==> config.mk <==
export PLATFORM = sky130hd
export DESIGN_NAME = pipe_hazard_scoreboard
export DESIGN_NICKNAME = d
export VERILOG_FILES = /design/src/rtl/pipe_hazard_scoreboard.sv
export SDC_FILE = /design/constraint.sdc
export NUM_CORES = 1
export LEC_CHECK = 0
export BUFFER_PORTS_ARGS = -buffer_cell sky130_fd_sc_hd__buf_2
export CAP_MARGIN = 20
export CORE_ASPECT_RATIO = 0.6
export CORE_MARGIN = 5
export CORE_UTILIZATION = 50
export DETAILED_ROUTE_END_ITERATION = 7
export PLACE_DENSITY = 0.78
export SYNTH_ARGS = -nofsm -noshare
export SYNTH_HDL_FRONTEND = slang
export SYNTH_HIERARCHICAL = 1
export SYNTH_SLANG_ARGS = --single-unit
==> constraint.sdc <==
create_clock -name clk -period 3.35 [get_ports clk]
set_input_delay 0 -clock clk [delete_from_list [all_inputs] [get_ports clk]]
set_output_delay 0 -clock clk [all_outputs]
set_load 0.01 [all_outputs]
==> src/rtl/pipe_hazard_scoreboard.sv <==
// Hazard/forwarding controller: a scoreboard of in-flight destinations drives load-use stalls,
// memory freezes, branch flushes and EX forward selects, with saturating stall/flush counters.

module phs_fwd_sel #(
  parameter int REG_AW     = 5,
  parameter int FWD_STAGES = 2,
  parameter int SW         = 2
) (
  input  logic [REG_AW-1:0]                 rs,
  input  logic [FWD_STAGES:1]               ok,
  input  logic [FWD_STAGES:1][REG_AW-1:0]   rd,
  output logic [SW-1:0]                     sel
);
  // Walk oldest to youngest so the youngest eligible producer overrides.
  always_comb begin
    sel = '0;
    for (int k = FWD_STAGES; k >= 1; k--)
      if (ok[k] && rd[k] == rs && rs != '0) sel = SW'(k);
  end
endmodule

module pipe_hazard_scoreboard #(
  parameter int REG_AW      = 5,
  parameter int FWD_STAGES  = 2,
  parameter int LOAD_LAT    = 1,
  parameter int FLUSH_DEPTH = 3,
  parameter int CNT_W       = 32
) (
  input  logic                              clk,
  input  logic                              reset,
  input  logic                              id_valid,
  input  logic [REG_AW-1:0]                 id_rs1,
  input  logic [REG_AW-1:0]                 id_rs2,
  input  logic                              id_rs1_used,
  input  logic                              id_rs2_used,
  input  logic [REG_AW-1:0]                 id_rd,
  input  logic                              id_regwrite,
  input  logic                              id_memread,
  input  logic                              mem_ready,
  input  logic                              branch_taken,
  output logic                              pc_write,
  output logic                              ifid_write,
  output logic                              idex_bubble,
  output logic [FLUSH_DEPTH-1:0]            flush,
  output logic [$clog2(FWD_STAGES+1)-1:0]   fwd_a,
  output logic [$clog2(FWD_STAGES+1)-1:0]   fwd_b,
  output logic [CNT_W-1:0]                  stall_cnt,
  output logic [CNT_W-1:0]                  flush_cnt
);
  localparam int SW = $clog2(FWD_STAGES+1);

  typedef struct packed {
    logic              v;
    logic [REG_AW-1:0] rd;
    logic              rw;
    logic              ld;
  } slot_t;

  // Only the ID/EX occupant's sources are ever compared, so they live outside the slot array.
  slot_t             sb     [FWD_STAGES+1];
  slot_t             sb_nxt [FWD_STAGES+1];
  logic [REG_AW-1:0] s0_rs1, s0_rs2, s0_rs1_nxt, s0_rs2_nxt;

  logic load_use, freeze, flush_ev, stall;

  function automatic logic hit(input slot_t s, input logic [REG_AW-1:0] x);
    return s.v & s.rw & (s.rd == x) & (x != '0);
  endfunction

  always_comb begin
    load_use = 1'b0;
    for (int j = 0; j < LOAD_LAT; j++)
      if (sb[j].ld && ((id_rs1_used && hit(sb[j], id_rs1)) ||
                       (id_rs2_used && hit(sb[j], id_rs2))))
        load_use = 1'b1;
    load_use = load_use & id_valid;
  end

  assign freeze   = reset & ~mem_ready;
  assign flush_ev = reset & mem_ready & branch_taken;
  assign stall    = reset & mem_ready & ~branch_taken & load_use;

  always_comb begin
    pc_write    = 1'b1;
    ifid_write  = 1'b1;
    idex_bubble = 1'b0;
    flush       = '0;
    if (!reset) begin
      pc_write    = 1'b0;
      ifid_write  = 1'b0;
      idex_bubble = 1'b1;
      flush       = '1;
    end else if (freeze) begin
      pc_write    = 1'b0;
      ifid_write  = 1'b0;
    end else if (flush_ev) begin
      idex_bubble = 1'b1;
      flush       = '1;
    end else if (stall) begin
      pc_write    = 1'b0;
      ifid_write  = 1'b0;
      idex_bubble = 1'b1;
    end
  end

  // Forward eligibility per slot: loads are not forwardable until slot 1+LOAD_LAT.
  logic [FWD_STAGES:1]             src_ok;
  logic [FWD_STAGES:1][REG_AW-1:0] src_rd;
  logic [1:0][REG_AW-1:0]          op_rs;
  logic [1:0][SW-1:0]              op_sel;

  for (genvar k = 1; k <= FWD_STAGES; k++) begin : g_src
    assign src_ok[k] = sb[k].v & sb[k].rw & ~(sb[k].ld & (k < LOAD_LAT+1));
    assign src_rd[k] = sb[k].rd;
  end

  assign op_rs[0] = s0_rs1;
  assign op_rs[1] = s0_rs2;

  for (genvar i = 0; i < 2; i++) begin : g_op
    phs_fwd_sel #(.REG_AW(REG_AW), .FWD_STAGES(FWD_STAGES), .SW(SW)) u_sel (
      .rs  (op_rs[i]),
      .ok  (src_ok),
      .rd  (src_rd),
      .sel (op_sel[i])
    );
  end

  assign fwd_a = reset ? op_sel[0] : '0;
  assign fwd_b = reset ? op_sel[1] : '0;

  always_comb begin
    for (int k = 0; k <= FWD_STAGES; k++) sb_nxt[k] = sb[k];
    s0_rs1_nxt = s0_rs1;
    s0_rs2_nxt = s0_rs2;
    if (mem_ready) begin
      for (int k = 1; k <= FWD_STAGES; k++) sb_nxt[k] = sb[k-1];
      if (branch_taken || load_use) begin
        sb_nxt[0]  = '0;
        s0_rs1_nxt = '0;
        s0_rs2_nxt = '0;
      end else begin
        sb_nxt[0]  = '{v: id_valid, rd: id_rd, rw: id_regwrite, ld: id_memread};
        s0_rs1_nxt = id_rs1;
        s0_rs2_nxt = id_rs2;
      end
      // Wrong-path instructions that shifted into the younger slots are killed.
      if (branch_taken)
        for (int k = 0; k < FLUSH_DEPTH-1 && k <= FWD_STAGES; k++) sb_nxt[k] = '0;
    end
  end

  always_ff @(posedge clk) begin
    if (!reset) begin
      for (int k = 0; k <= FWD_STAGES; k++) sb[k] <= '0;
      s0_rs1    <= '0;
      s0_rs2    <= '0;
      stall_cnt <= '0;
      flush_cnt <= '0;
    end else begin
      for (int k = 0; k <= FWD_STAGES; k++) sb[k] <= sb_nxt[k];
      s0_rs1 <= s0_rs1_nxt;
      s0_rs2 <= s0_rs2_nxt;
      if ((freeze || stall) && stall_cnt != '1) stall_cnt <= stall_cnt + CNT_W'(1);
      if (flush_ev && flush_cnt != '1)          flush_cnt <= flush_cnt + CNT_W'(1);
    end
  end
endmodule
==> impl_metrics.py <==
metrics = {
    "timing": {
        "period_share_pct": 79.0,
        "slew_headroom_pct": 46.6,
        "drv_slew": 0,
        "final_hold_viol_count": 0,
        "fin_setup_tns_ns": 0,
        "tightest_slew_ns": 0.798,
        "setup_viol": 0,
        "finClkSkew_ns": 0.00728,
        "rsz0062_at_grt": "false",
        "period_minus_slack_ns": 2.65,
        "fmax_mhz": 378,
    },
    "route": {
        "vias_per_cell": 5.96,
        "wl_per_cell_um": 16.0,
        "drt_wl_total_um": 12800,
        "dr.first_iter.drc_count": 309,
        "drtAntennaViolNets": 0,
        "drtPass1Iterations": 5,
        "via_count": 4738,
        "drc_errors": 0,
    },
    "global_routing": {
        "use_met2_pct": 33.2,
        "grt_pass1_wl_um": 21100,
        "grt_overflow_total": 0,
        "gr-usage-met1_pct": 31.0,
        "first_global_vias": 4289,
        "met3_usage_pct": 4.98,
        "busiest_layer": "met2",
        "grt_usage_pct": 21.9,
        "antenna_found_initial": 0,
        "grt_max_degree": 67,
    },
    "synth": {
        "ys_warn_count": 6,
        "netlist_area_um2": 4810,
        "ys_async_sr_fraction_pct": 0,
        "synth-edff-count": 0,
        "synth.largest_area_cell": "dfxtp_1",
        "netlist_instances": 561,
        "yosysMostFrequentCell": "dfxtp_1",
        "synthTopCellsByCount": "dfxtp_1 (97), nor2_1 (53), nand2_1 (46), nand3_1 (33), a21oi_1 (29)",
        "syn_nets": 587,
        "synth_top_area_share_pct": 40.4,
        "synth.area.top_cells": "dfxtp_1 (40%), xnor2_1 (4.9%), xor2_1 (4.2%)",
        "synth_seq_cells": 97,
        "synth_ff_type": "dfxtp_1",
        "avgSynthCellArea_um2": 8.57,
        "ys_types": 47,
        "synth-seq-area-share_pct": 40.4,
    },
    "power_and_ir_drop": {
        "total_power_mw": 2.50,
        "seqPwrFrac_pct": 47.4,
        "pwr-share-clk_pct": 46.4,
        "p_leak_nw": 2.36,
        "swShare_pct": 20.8,
        "vdd_drop_max_mv": 0.341,
        "powerDensity_nw_per_um2": 423,
        "p_switching_mw": 0.520,
        "intPower_mw": 1.98,
        "comb_power_share_pct": 6.2,
    },
    "critical_path": {
        "r2r-end": "stall_cnt[23]$_SDFFE_PN0P_",
        "r2r_cells": 7,
        "critPathCaptureType": "register",
        "r2r_start": "sb[0][0]$_SDFFE_PN0P_",
        "worst-setup-path-type": "reg -> reg",
        "crit_required_ns": 3.61,
        "arrival_ns": 2.91,
        "worstPathMaxFanout": 38,
        "r2r_slack_ns": 0.70,
        "start_kind": "register",
    },
    "layout": {
        "synthToLayoutAreaGrowth_pct": 22.9,
        "final_util_pct": 63.6,
        "drive_above_1_share_pct": 19.1,
        "layoutNonFillerInstCount": 795,
        "antennaDiodeCount": 0,
        "register_area_um2": 1940,
        "final_nets": 688,
        "nFillCells": 770,
        "multi_input_area_um2": 2710,
        "final_cell_area_um2": 5910,
    },
    "hold_path": {
        "hp-class": "in -> reg",
        "holdCritStartpoint": "branch_taken",
        "hold_depth": 3,
        "min_to": "sb[0][12]$_SDFFE_PN0P_",
    },
    "clock_network": {
        "clock_latency_ns": 0.34,
        "clock_path_buffers": 2,
        "root_buffer": "clkbuf_16",
        "cts_setup_buffers": 0,
        "cts_resized": 0,
        "cts_tree": "done",
        "clk_pin_slew_worst_paths_ns": 0.07,
        "numCtsBuffers": 9,
        "htreeDepth": 3,
        "cts.sinks": 97,
        "cts_hold_buffers": 18,
    },
    "placed_design": {
        "io_buffers": 97,
        "dpl_cell_area_um2": 5390,
        "finalWeightedCongestion": 0.880,
        "post-place-cells": 762,
        "hpwl_um": 8920,
    },
    "die": {
        "die_y_um": 86.0,
        "io_pins": 98,
        "dieArea_um2": 11700,
        "row_count": 27,
        "die_w_um": 137,
        "start_util_pct": 51.7,
        "core_um2": 9290,
    },
    "run_status": {
        "status": "completed",
    },
    "flow_run": {
        "drv_cap": 0,
    },
}
critical path, stage by stage, from the launching register on:
cell	delay [ns]
dfxtp_1	0.36
nor2b_1	0.20
and2_1	0.23
nor4b_1	0.60
a211oi_4	0.24
buf_12	0.25
or4_1	0.52
a21oi_1	0.16
power groups by stage:
stage	registers (mW)	logic (mW)	clock network [mW]
2_1_floorplan	1.21	0.0918	0
3_5_place_dp	1.21	0.135	0
5_1_grt	1.19	0.170	1.23
3_3_place_gp	1.21	0.133	0
6_report	1.19	0.154	1.16
4_1_cts	1.18	0.152	1.18
layout by cell type, fill, tap and decap left out, types with 11 or more instances in the layout:
cell type	count
o31ai_1	21
nand2_1	46
nor3_1	11
xnor2_1	27
dlygate4sd3_1	18
dfxtp_1	97
o21ai_0	14
nand4_1	21
nor2_1	53
xor2_1	23
and2_1	11
buf_2	97
nand3_1	33
a22o_1	18
mux2i_1	14
or4_1	25
a21oi_1	29
metal layers:
layer / vias to the layer above / wire, um
met4: 0 / 153
li1: 2268 / -
met1: 2228 / 5930
met3: 15 / 1160
met5: - / 0
met2: 227 / 5510
sequential cells by signal, summed over array words and instances, names as in the netlist:
signal and flops:
stall_cnt 32, flush_cnt 32, s0_rs2 5, sb 23, s0_rs1 5
kinds of logic after synthesis:
logic type | Yosys count | share of synthesized area [%]
and+or+nand+nor | 252 | 28.2
xor gates and xnor gates | 50 | 9.11
DFF | 97 | 40.4
buffers and inverters | 40 | 3.54
muxes | 14 | 2.92
adders and majority gates | 2 | 0.520
AOI/OAI and AO/OA | 106 | 15.3
layout make-up:
type,instances,share of cell area [%]
clock inverters,3,1.53
inverters,8,0.508
multi-input cells,424,45.8
well taps,130,2.75
clock buffers,11,4.11
flip-flops and latches,97,32.9
repair buffers,122,12.4
metrics by stage:
stage	setup slack, ns	hold slack [ns]
after floorplan	1.08	0.126
after global placement	0.921	0.214
after detailed placement	0.764	0.212
after CTS	0.721	0.0984
after global routing	0.517	0.136
final	0.703	0.115
worst max path at each step:
stage | start | to
floorplan | flush_cnt[9]$_SDFFE_PN0P_ | flush_cnt[24]$_SDFFE_PN0P_
global placement | sb[0][0]$_SDFFE_PN0P_ | stall_cnt[10]$_SDFFE_PN0P_
detailed placement | sb[0][0]$_SDFFE_PN0P_ | stall_cnt[23]$_SDFFE_PN0P_
CTS | sb[0][0]$_SDFFE_PN0P_ | stall_cnt[23]$_SDFFE_PN0P_
global route | sb[0][0]$_SDFFE_PN0P_ | stall_cnt[23]$_SDFFE_PN0P_
finish | sb[0][0]$_SDFFE_PN0P_ | stall_cnt[23]$_SDFFE_PN0P_
Power figures use the tool's default switching activity.
